File: config.mk
export PLATFORM = sky130hd
export DESIGN_NAME = operand_seq_ctrl
export DESIGN_NICKNAME = d
export VERILOG_FILES = /design/src/rtl/operand_seq_ctrl.sv
export SDC_FILE = /design/constraint.sdc
export NUM_CORES = 1
export LEC_CHECK = 0
export ABC_AREA = 1
export CAP_MARGIN = 40
export CORE_AREA = 2 2 43 84
export CTS_CLUSTER_SIZE = 30
export DETAILED_ROUTE_END_ITERATION = 12
export DIE_AREA = 0 0 45 86
export PLACE_DENSITY = 0.81
export SKIP_LAST_GASP = 1
export SLEW_MARGIN = 20
export SYNTH_ARGS = -nofsm -noshare
export SYNTH_HDL_FRONTEND = slang
export SYNTH_SLANG_ARGS = --single-unit
export TNS_END_PERCENT = 1
File: constraint.sdc
create_clock -name CLK -period 2.3 [get_ports CLK]
set_input_delay 0.46 -clock CLK [delete_from_list [all_inputs] [get_ports CLK]]
set_output_delay 0.46 -clock CLK [all_outputs]
set_load 0.02 [all_outputs]
File: src/rtl/operand_seq_ctrl.sv
// Operand-select sequencer: drives BUS_A/BUS_B mux selects, function select and write-back
// over one or two execute phases. Optional performance counters under OPSEQ_PERF_EN.
module operand_seq_ctrl #(
    parameter int unsigned TIMEOUT_CYC = 16,
    parameter int unsigned CNT_W       = 16
) (
    input  logic        CLK,
    input  logic        RESET,
    input  logic        INSTR_VALID,
    input  logic [31:0] INSTR,
    output logic        INSTR_READY,
    input  logic        STALL,
    input  logic        FU_READY,
    output logic        MA,
    output logic        MB,
    output logic        CS,
    output logic [3:0]  FS,
    output logic        FU_START,
    output logic        RW,
    output logic [4:0]  DA,
    output logic        BUSY,
    output logic        ERR
`ifdef OPSEQ_PERF_EN
    ,
    output logic [CNT_W-1:0] RETIRED,
    output logic [CNT_W-1:0] STALL_CYC
`endif
);

    localparam int unsigned TW = $clog2(TIMEOUT_CYC + 1);

    if (TIMEOUT_CYC < 1) begin : g_bad_timeout
        $error("TIMEOUT_CYC must be >= 1");
    end
    if (CNT_W < 1) begin : g_bad_cnt_w
        $error("CNT_W must be >= 1");
    end

    typedef enum logic [1:0] {StIdle, StIssue, StWait, StWb} state_e;

    state_e        state_q, state_d;
    logic [6:0]    op_q, op_d;
    logic [4:0]    dr_q, dr_d;
    logic          phase2_q, phase2_d;
    logic [TW-1:0] tmo_q, tmo_d;
    logic          err_q, err_d;
    logic          ma_q, ma_d, mb_q, mb_d, cs_q, cs_d;
    logic [3:0]    fs_q, fs_d;
    logic [4:0]    da_q, da_d;
    logic          fu_start, rw;
    logic          link_p1;

    logic unused_instr;
    assign unused_instr = ^INSTR[19:0];

    assign link_p1 = (op_q[6:5] == 2'b11) && !phase2_q;

    always_comb begin
        state_d  = state_q;
        op_d     = op_q;
        dr_d     = dr_q;
        phase2_d = phase2_q;
        tmo_d    = tmo_q;
        err_d    = err_q;
        ma_d     = ma_q;
        mb_d     = mb_q;
        cs_d     = cs_q;
        fs_d     = fs_q;
        da_d     = da_q;
        fu_start = 1'b0;
        rw       = 1'b0;
        case (state_q)
            StIdle: begin
                if (INSTR_VALID && !STALL) begin
                    op_d     = INSTR[31:25];
                    dr_d     = INSTR[24:20];
                    phase2_d = 1'b0;
                    cs_d     = INSTR[29];
                    fs_d     = INSTR[28:25];
                    da_d     = INSTR[24:20];
                    case (INSTR[31:30])
                        2'b00:   {ma_d, mb_d} = 2'b00;
                        2'b01:   {ma_d, mb_d} = 2'b01;
                        2'b10:   {ma_d, mb_d} = 2'b11;
                        default: begin
                            // LINK phase 1 saves the return address into r31
                            {ma_d, mb_d} = 2'b10;
                            da_d         = 5'd31;
                        end
                    endcase
                    state_d = StIssue;
                end
            end
            StIssue: begin
                if (!STALL) begin
                    fu_start = 1'b1;
                    tmo_d    = '0;
                    state_d  = StWait;
                end
            end
            StWait: begin
                // FU_READY takes priority over an expiring timeout
                if (FU_READY) begin
                    state_d = StWb;
                end else if (tmo_q == TW'(TIMEOUT_CYC - 1)) begin
                    err_d   = 1'b1;
                    state_d = StIdle;
                end else begin
                    tmo_d = tmo_q + 1'b1;
                end
            end
            default: begin
                rw = 1'b1;
                if (link_p1) begin
                    phase2_d = 1'b1;
                    ma_d     = 1'b0;
                    mb_d     = 1'b1;
                    fs_d     = 4'h0;
                    da_d     = dr_q;
                    state_d  = StIssue;
                end else begin
                    state_d = StIdle;
                end
            end
        endcase
    end

    always_ff @(posedge CLK or posedge RESET) begin
        if (RESET) begin
            state_q  <= StIdle;
            op_q     <= '0;
            dr_q     <= '0;
            phase2_q <= 1'b0;
            tmo_q    <= '0;
            err_q    <= 1'b0;
            ma_q     <= 1'b0;
            mb_q     <= 1'b0;
            cs_q     <= 1'b0;
            fs_q     <= '0;
            da_q     <= '0;
        end else begin
            state_q  <= state_d;
            op_q     <= op_d;
            dr_q     <= dr_d;
            phase2_q <= phase2_d;
            tmo_q    <= tmo_d;
            err_q    <= err_d;
            ma_q     <= ma_d;
            mb_q     <= mb_d;
            cs_q     <= cs_d;
            fs_q     <= fs_d;
            da_q     <= da_d;
        end
    end

    assign INSTR_READY = (state_q == StIdle);
    assign BUSY        = (state_q != StIdle);
    assign MA          = ma_q;
    assign MB          = mb_q;
    assign CS          = cs_q;
    assign FS          = fs_q;
    assign DA          = da_q;
    assign FU_START    = fu_start;
    assign RW          = rw;
    assign ERR         = err_q;

`ifdef OPSEQ_PERF_EN
    logic [CNT_W-1:0] retired_q, stall_cyc_q;

    always_ff @(posedge CLK or posedge RESET) begin
        if (RESET) begin
            retired_q   <= '0;
            stall_cyc_q <= '0;
        end else begin
            if (state_q == StWb && !link_p1) begin
                retired_q <= retired_q + 1'b1;
            end
            if (STALL && state_q != StIdle) begin
                stall_cyc_q <= stall_cyc_q + 1'b1;
            end
        end
    end

    assign RETIRED   = retired_q;
    assign STALL_CYC = stall_cyc_q;
`endif

endmodule

==> summary.md <==
| Metric | Value |
|---|---|
| CTS root buf | clkbuf_8 |
| Clock Latency Late Sink | approximately 270 ps |
| Setup TNS | 0 ps |
| Initial antenna violation count | 0 |
| H-tree depth | 1 |
| Global-route wire length before repair | about 4700 um |
| CP max FO | 9 |
| Cell Count, Final, Fillers Out | around 250 |
| Crit path DAT | between 1500 and 2000 ps |
| Die area | 3870 um^2 |
| Comb power frac | just over 50% |
| Setup Crit Path Kind | reg2out |
| CTS tree | yes |
| Avg Inst Size Synth | roughly 8.0 um^2 |
| Min Tclk post-route | approximately 2200 ps |
| Crit path cell chain | inv_1 -> ha_2 -> clkdlybuf4s50_1 |
| Routed vias/inst | between 5 and 6 |
| Sequential share of power | about a third |
| Startpoint types | flop |
| Fin util | roughly three fifths |
| Status | finished clean |
| Place WS | just over 200 ps |
| Largest net degree at the start of global routing | 29 |
| CTS Buf Count | 3 |
| Grt ovf | 0 |
| Post-route ant nets | 0 |
| Worst path slowest cell | clkdlybuf4s50_1 |
| Global Route Usage Sum | ~16% |
| Design area | 1890 um^2 |
| Required time of the critical path | 1840 ps |
| Seq/Total Area, Yosys | between 40 and 50% |
| R2R Setup Slk | 540 ps |
| Fmax achieved | ~450 MHz |
| Slowest stage delay, CP | 640 ps |
| Design Power | 2.40 mW |
| Final setup viols | 0 |
| Post-DP HPWL | 2120 um |
| Die span in x | 45 um |
| Clock Path Buffers | 2 |
| Initial core utilization | about 45% |
| Final Skew | between 2 and 3 ps |
| Layout cell share with drive strength beyond 1 | 5.99% |
| Synthesis warning total | 0 |
| Relative slew slack | about 77% |
| CP Capture Type | output port |
| Drt total wl | between 2000 and 3000 um |
| NetSw | a little under 1 mW |
| Synth Cell Area | approximately 1400 um^2 |
| RePlAce Congestion | 0.797 |
| Slew @ Worst Pin | 352 ps |
| Endpoints failing hold | 0 |
| Area delta synth->final | 30.6% |
| Clk sinks | 28 |
| Peak supply drop | about 690 uV |
| Drt wl/cell | 11.4 um |
| Port buffer count | 33 |
| CP bufs+invs | 2 |
| Final nets | ~260 |
| Die height | 86 um |
| Hold WS | approximately 480 ps |
| Fin worst setup slack | approximately 86 ps |
| Final slew viol count | 0 |
| Via count | between 1k and 1.5k |
| Power share of the clock group | between 15 and 20% |
| #FFs+latches synth | 28 |
| Cells after DPL | approximately 240 |
| Site Rows | 29 |
| Synth cell types | 19 |
| Detailed-route DRC error count | 0 |
| Ports | 54 |
| Mapped Nets | roughly 230 |
| Most frequent cells in the layout | nand2_1 (68), clkdlybuf4s50_1 (33), dfrtp_1 (28) |
| Drt first-iter violations | 30 |
| Ant diodes | 0 |
| Largest delay share family, worst path | buffers and inverters |
| Commonest non-fill, non-tap cell in the layout | nand2_1 |
| Clk slew on worst S/H paths | 90 ps |
| HP Class | reg2reg |
| Cells after synthesis | 181 |
| Power Density | 1270 nW/um^2 |
| Unrepaired setup endpoints after global routing | false |
| LEAKAGE | 0.947 nW |
| Switch share | between 40 and 50% |
| Hold_buf cts | 0 |
| Int Power | about 1.4 mW |
| Core area | about 3200 um^2 |
| Max-Cap Viols | 0 |
| Period utilization | a little over nine tenths |
| Vias in the first global route | around 1.1k |
| Placed Area | between 1500 and 2000 um^2 |
| DRT Pass-1 Iters | 4 |
[path summary, 6_finish.rpt]
path	endpoint	cells after the start	from
hold / removal	FS[2]	2	FS[2]
setup / recovery	INSTR_READY	3	state_q[0]
min in group asynchronous	dr_q[4]	3	RESET
hold reg to reg	FS[2]	2	FS[2]
setup reg to reg	MA	8	state_q[0]
max in group asynchronous	tmo_q[0]	3	RESET
[layout make-up]
| class | instances | area (um^2) |
|---|---|---|
| Sequential cell | 28 | 701 |
| Inverter | 22 | 82.6 |
| Tap cell | 31 | 38.8 |
| Clock inverter | 1 | 30.0 |
| Timing Repair Buffer | 36 | 353 |
| Fill cell | 272 | 1310 |
| Clock buffer | 3 | 41.3 |
| Multi-Input combinational cell | 127 | 642 |
[metal layers]
metal  global-route usage (%)  wire length, um  vias to the layer above
met2                     28.8             1560                       25
met1                     17.6             1110                      574
met5                        0                0                        -
li1                         -                -                      644
met4                     9.09               65                        0
met3                     1.47               82                        4
[registers in the layout (all words and copies together), names as in the netlist]
| name | cells |
|---|---|
| MA | 1 |
| phase2_q | 1 |
| state_q | 2 |
| tmo_q | 5 |
| ERR | 1 |
| DA | 5 |
| FS | 4 |
| op_q | 3 |
| dr_q | 5 |
| MB | 1 |
[kinds of logic (layout without fill, tap and decap cells)]
group | count (synthesis) | in the layout | share of synthesized area (%)
AO/OA/AOI/OAI | 23 | 23 | 8.14
adder cells (fa/ha/maj) | 9 | 9 | 7.79
buffers and inverters | 26 | 62 | 7.27
flip-flops | 28 | 28 | 48.5
AND/OR/NAND/NOR | 95 | 95 | 28.3
[power groups by stage]
| stage | logic [mW] | clock network [mW] | registers, mW |
|---|---|---|---|
| floorplan | 0.686 | 0 | 0.915 |
| detailed placement | 1.21 | 0 | 0.819 |
| finish | 1.21 | 0.378 | 0.812 |
| global placement | 1.19 | 0 | 0.812 |
| global route | 1.36 | 0.406 | 0.837 |
| CTS | 1.23 | 0.390 | 0.812 |
[Yosys cell counts (all sizes together)]
master	number	area share [%]
inv	21	5.5
ha	9	7.8
o21ai	21	7.3
dfrtp	28	48
nand4	8	3.5
nand3	8	3.5
nand3b	1	0.52
or2	1	0.43
clkinv	1	0.26
nand2	70	19
nor3	1	0.35
buf	4	1.6
a21oi	1	0.35
o21bai	1	0.52
nor2	6	1.6
[worst min-delay path, cell delays in order (launching register included)]
cell and delay (ps):
dfrtp_1 350, nand2_1 50, nand2_1 50
[timing repair]
item / in CTS / in global routing
endpoints found under the setup margin: 1 / 0
buffers inserted: 0 / 0
resized for setup: 1 / 0
(Power assumes the default switching activity.)
